--- config.mk ---
export PLATFORM = sky130hd
export DESIGN_NAME = ultrasonic_ranger
export DESIGN_NICKNAME = d
export VERILOG_FILES = /design/src/rtl/ranger_pkg.sv /design/src/rtl/us_tick_gen.sv /design/src/rtl/ultrasonic_ranger.sv
export SDC_FILE = /design/constraint.sdc
export NUM_CORES = 1
export LEC_CHECK = 0
export ABC_AREA = 1
export CORE_ASPECT_RATIO = 0.5
export CORE_MARGIN = 4
export CORE_UTILIZATION = 58
export DETAILED_ROUTE_END_ITERATION = 12
export GPL_ROUTABILITY_DRIVEN = 0
export PLACE_DENSITY_LB_ADDON = 0.12
export SYNTH_ARGS = -nofsm -noshare
export SYNTH_HDL_FRONTEND = slang
export SYNTH_SLANG_ARGS = --single-unit
--- constraint.sdc ---
create_clock -name clk -period 5.72 [get_ports clk]
set_clock_uncertainty 0.05 [all_clocks]
set_input_delay 1.144 -clock clk [delete_from_list [all_inputs] [get_ports clk]]
set_output_delay 1.144 -clock clk [all_outputs]
set_load 0.05 [all_outputs]
--- src/rtl/ranger_pkg.sv ---
// Shared types and constants for the ultrasonic ranger.
//   ranger_state_e : measurement FSM states
//   DIST_W         : width of the reported distance
//   DIST_INVALID   : distance code for "no echo" or "overrange"
//   cnt_width()    : bits needed for a counter running 0..max_val-1
package ranger_pkg;

    localparam int DIST_W = 20;
    localparam logic [DIST_W-1:0] DIST_INVALID = 20'hFFFFF;

    typedef enum logic [2:0] {
        IDLE,
        TRIG,
        WAIT,
        MEAS,
        DRAIN
    } ranger_state_e;

    function automatic int cnt_width(input int max_val);
        return (max_val < 2) ? 1 : $clog2(max_val);
    endfunction

endpackage

--- src/rtl/us_tick_gen.sv ---
// Microsecond tick prescaler. Free-running from reset; counts 0..CLK_DIV-1
// and asserts tick for one clk while the count sits at CLK_DIV-1.
//   clk   : system clock
//   reset : asynchronous active-low reset
//   tick  : one-clk pulse per microsecond
module us_tick_gen
    import ranger_pkg::*;
#(
    parameter int CLK_DIV = 50
) (
    input  logic clk,
    input  logic reset,
    output logic tick
);

    localparam int PW = cnt_width(CLK_DIV);
    localparam logic [PW-1:0] PRE_LAST = PW'(CLK_DIV - 1);

    logic [PW-1:0] pre_q, pre_d;

    always_comb begin
        pre_d = (pre_q == PRE_LAST) ? '0 : pre_q + 1'b1;
    end

    always_ff @(posedge clk or negedge reset) begin
        if (!reset) begin
            pre_q <= '0;
        end else begin
            pre_q <= pre_d;
        end
    end

    assign tick = (pre_q == PRE_LAST);

endmodule

--- src/rtl/ultrasonic_ranger.sv ---
// HC-SR04 style ultrasonic ranger. Fires a trigger pulse once per measurement
// period, times the echo pulse in microseconds and converts it to whole
// centimeters while the echo is still high.
//   clk            : system clock
//   reset          : asynchronous active-low reset
//   echo           : sensor echo pin (asynchronous, synchronized here)
//   trig           : sensor trigger pin
//   distance_data  : last distance in cm, DIST_INVALID for no echo/overrange
//   data_valid     : one-clk pulse when distance_data is updated
//   out_of_range   : high while distance_data holds DIST_INVALID
//
// state | meaning
// ------+-----------------------------------------------------------
// IDLE  | waiting for the period wrap tick to start a measurement
// TRIG  | trig high for TRIG_US ticks
// WAIT  | waiting for echo rise, bounded by ECHO_WAIT_US ticks
// MEAS  | echo high; counting sub-cm ticks and whole centimeters
// DRAIN | overrange reported; waiting for the echo to end
module ultrasonic_ranger
    import ranger_pkg::*;
#(
    parameter int CLK_DIV      = 50,
    parameter int TRIG_US      = 10,
    parameter int CM_US        = 58,
    parameter int ECHO_WAIT_US = 5000,
    parameter int MAX_CM       = 400,
    parameter int CYCLE_US     = 60000
) (
    input  logic              clk,
    input  logic              reset,
    input  logic              echo,
    output logic              trig,
    output logic [DIST_W-1:0] distance_data,
    output logic              data_valid,
    output logic              out_of_range
);

    localparam int US_MAX = (TRIG_US > ECHO_WAIT_US) ? TRIG_US : ECHO_WAIT_US;
    localparam int US_W   = cnt_width(US_MAX);
    localparam int PER_W  = cnt_width(CYCLE_US);
    localparam int SUB_W  = cnt_width(CM_US);

    localparam logic [US_W-1:0]   TRIG_LAST = US_W'(TRIG_US - 1);
    localparam logic [US_W-1:0]   WAIT_LAST = US_W'(ECHO_WAIT_US - 1);
    localparam logic [PER_W-1:0]  PER_LAST  = PER_W'(CYCLE_US - 1);
    localparam logic [SUB_W-1:0]  SUB_LAST  = SUB_W'(CM_US - 1);
    localparam logic [DIST_W-1:0] CM_LIMIT  = DIST_W'(MAX_CM);

    logic tick;

    us_tick_gen #(
        .CLK_DIV(CLK_DIV)
    ) u_tick (
        .clk  (clk),
        .reset(reset),
        .tick (tick)
    );

    logic echo_meta_q, echo_s_q;

    always_ff @(posedge clk or negedge reset) begin
        if (!reset) begin
            echo_meta_q <= 1'b0;
            echo_s_q    <= 1'b0;
        end else begin
            echo_meta_q <= echo;
            echo_s_q    <= echo_meta_q;
        end
    end

    // Period counter runs independently of the FSM so the trigger cadence
    // never drifts with echo timing.
    logic [PER_W-1:0] per_q, per_d;

    always_comb begin
        per_d = per_q;
        if (tick) begin
            per_d = (per_q == PER_LAST) ? '0 : per_q + 1'b1;
        end
    end

    ranger_state_e     state_q, state_d;
    logic [US_W-1:0]   us_q, us_d;
    logic [SUB_W-1:0]  sub_q, sub_d, sub_step;
    logic [DIST_W-1:0] cm_q, cm_d, cm_step;
    logic [DIST_W-1:0] dist_q, dist_d;
    logic              oor_q, oor_d;
    logic              valid_q, valid_d;
    logic              trig_q, trig_d;

    // Counters as they would be after this cycle's tick. The result taken on
    // echo fall includes that final tick, so an N us echo counts N ticks.
    always_comb begin
        sub_step = sub_q;
        cm_step  = cm_q;
        if (tick) begin
            if (sub_q == SUB_LAST) begin
                sub_step = '0;
                cm_step  = cm_q + 1'b1;
            end else begin
                sub_step = sub_q + 1'b1;
            end
        end
    end

    always_comb begin
        state_d = state_q;
        us_d    = us_q;
        sub_d   = sub_q;
        cm_d    = cm_q;
        dist_d  = dist_q;
        oor_d   = oor_q;
        valid_d = 1'b0;

        case (state_q)
            IDLE: begin
                if (tick && (per_q == PER_LAST) && !echo_s_q) begin
                    state_d = TRIG;
                    us_d    = '0;
                end
            end
            TRIG: begin
                if (tick) begin
                    if (us_q == TRIG_LAST) begin
                        state_d = WAIT;
                        us_d    = '0;
                    end else begin
                        us_d = us_q + 1'b1;
                    end
                end
            end
            WAIT: begin
                // Echo rise is checked first so it beats a same-cycle timeout.
                if (echo_s_q) begin
                    state_d = MEAS;
                    sub_d   = '0;
                    cm_d    = '0;
                end else if (tick) begin
                    if (us_q == WAIT_LAST) begin
                        dist_d  = DIST_INVALID;
                        oor_d   = 1'b1;
                        valid_d = 1'b1;
                        state_d = IDLE;
                    end else begin
                        us_d = us_q + 1'b1;
                    end
                end
            end
            MEAS: begin
                // Echo fall is checked first so it beats a same-cycle limit.
                if (!echo_s_q) begin
                    dist_d  = cm_step;
                    oor_d   = 1'b0;
                    valid_d = 1'b1;
                    state_d = IDLE;
                end else if (cm_step == CM_LIMIT) begin
                    dist_d  = DIST_INVALID;
                    oor_d   = 1'b1;
                    valid_d = 1'b1;
                    state_d = DRAIN;
                end else begin
                    sub_d = sub_step;
                    cm_d  = cm_step;
                end
            end
            DRAIN: begin
                if (!echo_s_q) begin
                    state_d = IDLE;
                end
            end
            default: begin
                state_d = IDLE;
            end
        endcase

        trig_d = (state_d == TRIG);
    end

    always_ff @(posedge clk or negedge reset) begin
        if (!reset) begin
            state_q <= IDLE;
            per_q   <= '0;
            us_q    <= '0;
            sub_q   <= '0;
            cm_q    <= '0;
            dist_q  <= '0;
            oor_q   <= 1'b0;
            valid_q <= 1'b0;
            trig_q  <= 1'b0;
        end else begin
            state_q <= state_d;
            per_q   <= per_d;
            us_q    <= us_d;
            sub_q   <= sub_d;
            cm_q    <= cm_d;
            dist_q  <= dist_d;
            oor_q   <= oor_d;
            valid_q <= valid_d;
            trig_q  <= trig_d;
        end
    end

    assign trig          = trig_q;
    assign distance_data = dist_q;
    assign data_valid    = valid_q;
    assign out_of_range  = oor_q;

endmodule

==> flow_summary.ini, run 1 <==
[run_status]
outcome = finished, final reports clean

[timing]
setup_tns_ns = 0
fmax_mhz = 294
finalSetupViolations = 0
rsz0062_at_grt = no
min_period_ns = 3.40
finalWorstSetupSlack_ns = 2.32
hold_ws_ns = 0.321
slew_headroom = 0.474
worstMarginPinSlew_ns = 0.788
finalHoldViolCount = 0
slew_violations = 0
fin_crit_sh = 0.594

[logic_synthesis]
synth.top_cell.area_share = 0.425
yosysMostFrequentCell = nand2_1
syn_area_sq_mm = 0.00524
ys_ff_latch = 89
yosys_warnings = 0
synth.top_cells.by_count = nand2_1, nor2_1, dfrtp_1, inv_1, nand3_1
synth_edf_count = 0
ys_async_sr_fraction = 1.00
post_synth.cell_area_avg_sq_um = 7.19
yosys_most_used_dff = dfrtp_1
yosysSeqAreaShare = 0.425
netlist_instances = 728
synth_cell_types = 38
synth_area_leaders = dfrtp_1, nand2_1, nor2_1
synth_nets = 739
synth_top_cell_by_area = dfrtp_1

[grt]
grt_pass1_vias = 4480
grt_max_degree = 46
grt_overflow = 0
grt_usage = 0.240
grt_pass1_wl_mm = 20.5
antenna_found_initial = 0

[power]
switching_share = 0.213
power_density_mw_per_mm2 = 220
p_int_mw = 1.02
p_comb_frac = 0.011
total_power_mw = 1.29
vdd_drop_max_mv = 0.134
p_leak_nw = 2.63
p_clk_frac = 0.502
switchingPower_mw = 0.275
p_seq_frac = 0.487

[die]
die_area_sq_mm = 0.0107
row_count = 24
fp.coreArea_sq_mm = 0.00874
pin_count = 26
start_util = 0.599
die_w_microns = 142
die_h_microns = 75.2

[placed_design]
hpwl_mm = 8.36
place_area_sq_mm = 0.00554
io_buffer_count = 25
dp_slack_ns = 2.38
dpl.cell_count = 854

[setup_path]
timing.critical_path.cells = inv_1 -> ha_1 -> nand3_1 -> nor2_4 -> nand3_2 -> o21bai_1 -> nand2_1 -> nor2_1 -> nand2_1 -> nor2_2 -> nand3_4 -> nand2_2 -> nand2_1 -> o21ai_1
cp-end-kind = register
cp.buffers_inverters = 1
start_kind = register
arrival_ns = 3.60
critPathSlowestCell = nor2_4
cp_top_family = simple AND/OR/NAND/NOR gates
critical_path_class = register to register
path_max_fanout = 40
path_common_cell = nand2_1
critPathRequiredTime_ns = 5.92
max_stage_delay_ns = 0.57

[clock_tree]
numCtsBuffers = 9
postCtsSetupRepairBufs = 0
cts_hold_repair.buffers = 0
ctsResizeCount = 0
htreeDepth = 3
cts_buffer_depth = 2
clock-sinks = 89
path_clk_slew_ns = 0.07
clk_latency_ns = 0.35
tritoncts = yes
cts-root-buf = clkbuf_16

[detailed_routing]
remaining_drc_errors = 0
drtAntennaViolNets = 0
drt_iter0_markers = 318
wl_mm = 11.9
num_vias = 4705
wl_per_cell_microns = 13.7
drt-pass1-iter-count = 5
via_per_inst = 5.41

[final_layout]
layout-drive-gt1-share = 0.0491
seqCellArea_sq_mm = 0.00223
multi_input_area_sq_mm = 0.00258
nNetsFinal = 759
finalNonFillerCells = 870
n_fill_cell = 772
diodes = 0
utilization = 0.671
area.growth.synth_to_final_pct = 12.0
fin_area_sq_mm = 0.00587

[worst_hold_path]
hp-class = register to register

[flow_run]
maxCapViolations = 0
[power groups by stage]
stage          Combinational (mW)  Clock, mW  Sequential (mW)
6_report                   0.0140      0.649            0.630
5_1_grt                    0.0173      0.681            0.630
4_1_cts                    0.0154      0.659            0.630
3_5_place_dp               0.0153          0            0.642
3_3_place_gp               0.0149          0            0.642
2_1_floorplan            0.000375          0            0.642
[per-layer routing]
metal / wire (microns) / up-vias / GRT usage
met4: 260 / 0 / 0.0832
li1: - / 2378 / -
met1: 5460 / 2183 / 0.298
met2: 5660 / 117 / 0.422
met5: 0 / - / 0
met3: 565 / 27 / 0.0546
[path summary, 6_finish.rpt]
check | slack [ns] | depth (start not counted) | from | endpoint
setup / recovery | 2.32 | 14 | u_tick.pre_q[1] | cm_q[19]
hold / removal | 0.32 | 0 | echo_meta_q | echo_s_q
setup reg to reg | 2.32 | 14 | u_tick.pre_q[1] | cm_q[19]
hold reg to reg | 0.32 | 0 | echo_meta_q | echo_s_q
max in group asynchronous | 3.90 | 2 | reset | state_q[0]
min in group asynchronous | 0.74 | 1 | reset | cm_q[13]
[cell type report]
cell class	instances	area share
Multi-Input combinational cell	535	0.440
Sequential cell	89	0.380
Inverter	86	0.0550
Timing Repair Buffer	27	0.0448
Clock buffer	9	0.0384
Tap cell	117	0.0250
Clock inverter	7	0.0173
[flip-flops by register name, summed over array words and instances, names as in the netlist, 3 cells and up]
| register | count |
|---|---|
| cm_q | 20 |
| distance_data | 20 |
| per_q | 16 |
| us_q | 13 |
| sub_q | 6 |
| u_tick.pre_q | 6 |
| state_q | 3 |
[cells by family after synthesis]
| family | share of synthesized area |
|---|---|
| xor gates and xnor gates | 0.0301 |
| DFF | 0.425 |
| and+or+nand+nor | 0.360 |
| AOI/OAI and AO/OA | 0.0834 |
| adders and majority gates | 0.0191 |
| buffers and inverters | 0.0819 |
[worst register-to-register path, cell delays in order, from the launching register on]
cell and delay [ns]:
dfrtp_1 0.40, inv_1 0.07, ha_1 0.15, nand3_1 0.12
nor2_4 0.57, nand3_2 0.28, o21bai_1 0.29, nand2_1 0.08
nor2_1 0.12, nand2_1 0.08, nor2_2 0.17, nand3_4 0.15
nand2_2 0.55, nand2_1 0.12, o21ai_1 0.11
[layout by cell type, fill, tap and decap left out, types with 6 or more instances in the layout]
cell / n
nor3_1: 24
o21ai_0: 27
a21oi_1: 24
nand2_1: 175
clkdlybuf4s50_1: 24
nand4_1: 19
nor2_2: 6
nor4_1: 10
ha_1: 8
nand3_1: 55
nor2_1: 122
inv_1: 84
o21ai_1: 20
dfrtp_1: 89
xor2_1: 14
clkbuf_16: 9
Power figures use the tool's default switching activity.
==> run 2, diff against run 1 <==
clock period = 3.5 ns   (was 5.72 ns; I/O delays follow)
==> flow_summary.ini, run 2 (synthesis gave the netlist of run 1 again) <==
[setup_path]
critPathRequiredTime_ns = 3.69
path_max_fanout = 40
arrival_ns = 3.28
rrSetupSlack_ns = 0.40
r2r_cells = 16
reg2reg_from = sub_q[1]
cp-end-kind = register
critical_path_class = register to register
start_kind = register
r2r-end = cm_q[5]

[run_status]
outcome = finished, final reports clean

[grt]
grt_usage = 0.230
antenna_found_initial = 0
grt_overflow = 0
grt_pass1_wl_mm = 19.9
grt_max_degree = 67
grt_pass1_vias = 4250

[detailed_routing]
drtAntennaViolNets = 0
wl_per_cell_microns = 13.6
wl_mm = 11.8
remaining_drc_errors = 0
drt-pass1-iter-count = 6
drt_iter0_markers = 352
via_per_inst = 5.44
num_vias = 4747

[final_layout]
multi_input_area_sq_mm = 0.00258
final_common_cell = nand2_1
layout-drive-gt1-share = 0.0516
n_fill_cell = 763
utilization = 0.672
final_cell_mix = nand2_1, nor2_1, dfrtp_1
nNetsFinal = 762
seqCellArea_sq_mm = 0.00223
diodes = 0
area.growth.synth_to_final_pct = 12.1
finalNonFillerCells = 873

[timing]
slew_violations = 0
finalSetupViolations = 0
min_period_ns = 3.10
fin_crit_sh = 0.884
setup_tns_ns = 0
fmax_mhz = 323
finalHoldViolCount = 0
slew_headroom = 0.445
worstMarginPinSlew_ns = 0.833
rsz0062_at_grt = no

[power]
switchingPower_mw = 0.407
power_density_mw_per_mm2 = 346
switching_share = 0.200
p_comb_frac = 0.012
vdd_drop_max_mv = 0.254
p_int_mw = 1.63
p_clk_frac = 0.481
p_seq_frac = 0.507
p_leak_nw = 2.64

[die]
start_util = 0.599
row_count = 24
die_h_microns = 75.2
fp.coreArea_sq_mm = 0.00874
die_area_sq_mm = 0.0107
die_w_microns = 142
pin_count = 26

[worst_hold_path]
worstHoldEndpoint = echo_s_q
min-delay-start = echo_meta_q
hp-class = register to register
holdPathStages = 0

[clock_tree]
htreeDepth = 3
clk_latency_ns = 0.33
cts_buffer_depth = 2
cts_hold_repair.buffers = 0
clock-sinks = 89
numCtsBuffers = 9
path_clk_slew_ns = 0.06
tritoncts = yes
cts-root-buf = clkbuf_16
ctsResizeCount = 0
postCtsSetupRepairBufs = 0

[placed_design]
dpl.cell_count = 857
hpwl_mm = 8.48
io_buffer_count = 25

[flow_run]
maxCapViolations = 0
## run 2: changes by cell type in the layout (fill, tap and decap cells not counted), sizes merged
cell / previous run / this run
clkinvlp: 2 / 1
buf: 3 / 6
bufinv: 2 / 1
inv: 87 / 85
clkbuf: 9 / 12
clkinv: 2 / 3
## run 2: per-stage QoR
step / instance area (sq um) / hold slack, ns / total power [mW] / setup slack [ns]
floorplan: 5240 / 0.281 / 1.05 / 1.27
global placement: 5560 / 0.285 / 1.08 / 0.579
detailed placement: 5560 / 0.287 / 1.08 / 0.475
CTS: 5870 / 0.301 / 2.05 / 0.445
global route: 5870 / 0.302 / 2.10 / 0.0950
finish: 5870 / 0.299 / 2.03 / 0.405
## run 2: final cells by class
| type | count | area share |
|---|---|---|
| clock buffers | 12 | 0.0437 |
| clock inverters | 4 | 0.00874 |
| inverters | 86 | 0.0550 |
| multi-input cells | 535 | 0.440 |
| flip-flops and latches | 89 | 0.379 |
| well taps | 117 | 0.0249 |
| repair buffers | 30 | 0.0486 |
## run 2: how the worst max path moves through the flow
stage	depth (start not counted)	to	startpoint
floorplan	16	cm_q[18]	sub_q[1]
global placement	15	cm_q[16]	u_tick.pre_q[1]
detailed placement	16	cm_q[5]	sub_q[1]
CTS	16	cm_q[5]	sub_q[1]
global route	16	cm_q[3]	u_tick.pre_q[1]
finish	16	cm_q[5]	sub_q[1]
## run 2: per-layer routing
metal / part of all wire / track usage / wire length (microns) / up-vias
li1: - / - / - / 2402
met1: 0.47 / 0.299 / 5590 / 2228
met2: 0.47 / 0.402 / 5570 / 103
met3: 0.045 / 0.0539 / 533 / 14
met4: 0.011 / 0.0485 / 133 / 0
met5: 0 / 0 / 0 / -
## run 2: worst max-delay path, stage by stage, from the launching register on
cell	delay, ns
dfrtp_1	0.41
inv_1	0.07
ha_1	0.17
nand3_2	0.12
nor2_8	0.25
nand2_4	0.14
nor2_2	0.21
nand2_1	0.07
nand2_1	0.06
nand2_1	0.08
nor2_1	0.15
nand2_1	0.08
nor2_2	0.18
nand3_4	0.15
nand2_2	0.55
nand2_1	0.12
o21ai_1	0.13
## run 2: power groups by stage
| stage | clock network, mW | registers [mW] | logic [mW] |
|---|---|---|---|
| floorplan | 0 | 1.05 | 0.000611 |
| global placement | 0 | 1.05 | 0.0256 |
| CTS | 0.996 | 1.03 | 0.0260 |
| global route | 1.04 | 1.03 | 0.0290 |
| detailed placement | 0 | 1.05 | 0.0260 |
| finish | 0.978 | 1.03 | 0.0236 |
==> run 3, diff against run 2 <==
--- a/config.mk
+++ b/config.mk
@@ -7,9 +7,9 @@
 export LEC_CHECK = 0
 export ABC_AREA = 1
-export CORE_ASPECT_RATIO = 0.5
 export CORE_MARGIN = 4
 export CORE_UTILIZATION = 58
 export DETAILED_ROUTE_END_ITERATION = 12
 export GPL_ROUTABILITY_DRIVEN = 0
+export GPL_TIMING_DRIVEN = 0
 export PLACE_DENSITY_LB_ADDON = 0.12
 export SYNTH_ARGS = -nofsm -noshare
--- a/constraint.sdc
+++ b/constraint.sdc
@@ -3,3 +3,3 @@
 set_input_delay 0.7 -clock clk [delete_from_list [all_inputs] [get_ports clk]]
 set_output_delay 0.7 -clock clk [all_outputs]
-set_load 0.05 [all_outputs]
+set_load 0.005 [all_outputs]
==> flow_summary.ini, run 3 (synthesis gave the netlist of run 1 again) <==
[placed_design]
io_buffer_count = 25
hpwl_mm = 8.79
dp_slack_ns = 0.786
place_area_sq_mm = 0.00565
dpl.cell_count = 862

[grt]
grt_overflow = 0
grt_pass1_vias = 4460
grt_usage = 0.240
grt_pass1_wl_mm = 20.3
grt_max_degree = 70
antenna_found_initial = 0

[power]
p_comb_frac = 0.015
p_seq_frac = 0.609
power_density_mw_per_mm2 = 290
total_power_mw = 1.69
p_int_mw = 1.31
switching_share = 0.224
switchingPower_mw = 0.378
p_leak_nw = 2.61
vdd_drop_max_mv = 0.190
p_clk_frac = 0.376

[run_status]
outcome = finished, final reports clean

[final_layout]
multi_input_area_sq_mm = 0.00258
layout-drive-gt1-share = 0.0571
diodes = 0
final_common_cell = nand2_1
finalNonFillerCells = 878
area.growth.synth_to_final_pct = 11.2
n_fill_cell = 749
seqCellArea_sq_mm = 0.00223
final_cell_mix = nand2_1, nor2_1, dfrtp_1
fin_area_sq_mm = 0.00582
nNetsFinal = 776

[timing]
min_period_ns = 2.77
worstMarginPinSlew_ns = 0.606
fin_crit_sh = 0.792
finalHoldViolCount = 0
rsz0062_at_grt = no
fmax_mhz = 361
finalWorstSetupSlack_ns = 0.728
finalSetupViolations = 0
slew_violations = 0
setup_tns_ns = 0
slew_headroom = 0.595

[detailed_routing]
drt_iter0_markers = 300
num_vias = 4813
remaining_drc_errors = 0
wl_mm = 11.9
via_per_inst = 5.48
drtAntennaViolNets = 0
drt-pass1-iter-count = 5
wl_per_cell_microns = 13.5

[setup_path]
path_max_fanout = 10
timing.critical_path.cells = inv_1 -> ha_1 -> nand3_1 -> nor2_4 -> buf_4 -> buf_2 -> nand3_1 -> a21oi_1 -> nand2_1 -> nor2_2 -> clkbuf_1 -> o21ai_0
start_kind = register
critical_path_class = register to register
critPathRequiredTime_ns = 3.67
critPathSlowestCell = dfrtp_1
arrival_ns = 2.94
max_stage_delay_ns = 0.40
cp-end-kind = register
path_common_cell = nand3_1
cp_top_family = buffers and inverters
cp.buffers_inverters = 4

[clock_tree]
numCtsBuffers = 9
postCtsSetupRepairBufs = 0
cts-root-buf = clkbuf_8
tritoncts = yes
cts_hold_repair.buffers = 0
path_clk_slew_ns = 0.09
cts_buffer_depth = 2
htreeDepth = 3
clk_latency_ns = 0.36
ctsResizeCount = 0
clock-sinks = 89

[die]
start_util = 0.598
die_w_microns = 103
row_count = 34
fp.coreArea_sq_mm = 0.00876
die_h_microns = 103
die_area_sq_mm = 0.0106
pin_count = 26

[worst_hold_path]
hp-class = input port to asynchronous set/reset pin

[flow_run]
maxCapViolations = 0
[run 3: changes by cell type in the layout (fill, tap and decap cells not counted), sizes merged]
cell,previous run,this run
bufinv,1,0
clkinvlp,1,2
buf,6,13
clkbuf,12,19
[run 3: cell type report]
| cell class | count | area share |
|---|---|---|
| tap | 108 | 0.0232 |
| clock inverter | 4 | 0.00494 |
| clock buffer | 12 | 0.0249 |
| inverter | 86 | 0.0554 |
| buffer | 18 | 0.0183 |
| multi-input combinational | 535 | 0.443 |
| sequential | 89 | 0.383 |
| timing repair buffer | 26 | 0.0473 |
[run 3: power groups by stage]
| stage | clock, mW | combinational, mW | sequential [mW] |
|---|---|---|---|
| after floorplan | 0 | 0.000611 | 1.05 |
| after global placement | 0 | 0.0237 | 1.05 |
| after detailed placement | 0 | 0.0277 | 1.05 |
| after CTS | 0.654 | 0.0277 | 1.03 |
| after global routing | 0.716 | 0.0305 | 1.03 |
| final | 0.635 | 0.0255 | 1.03 |
[run 3: worst paths after layout]
check / start / to / slack [ns] / depth (start not counted)
worst max-delay path: u_tick.pre_q[1] / us_q[10] / 0.73 / 12
worst min-delay path: reset / u_tick.pre_q[5] / 0.17 / 1
worst max register to register: u_tick.pre_q[1] / us_q[10] / 0.73 / 12
worst min register to register: echo_meta_q / echo_s_q / 0.31 / 0
max in group asynchronous: reset / out_of_range / 2.59 / 2
min in group clk: echo_meta_q / echo_s_q / 0.31 / 0
[run 3: per-layer routing]
layer / track usage / wire [microns] / part of all wire / up-vias
met4: 0.0847 / 221 / 0.019 / 0
met3: 0.0332 / 565 / 0.048 / 21
met5: 0 / 0 / 0 / -
met1: 0.326 / 5310 / 0.45 / 2245
met2: 0.395 / 5790 / 0.49 / 136
li1: - / - / - / 2411
[run 3: stage by stage]
stage / hold WS, ns / util
after floorplan: 0.281 / -
after global placement: 0.282 / 0.642
after detailed placement: 0.289 / 0.644
after CTS: 0.180 / 0.664
after global routing: 0.173 / 0.664
final: 0.170 / 0.664
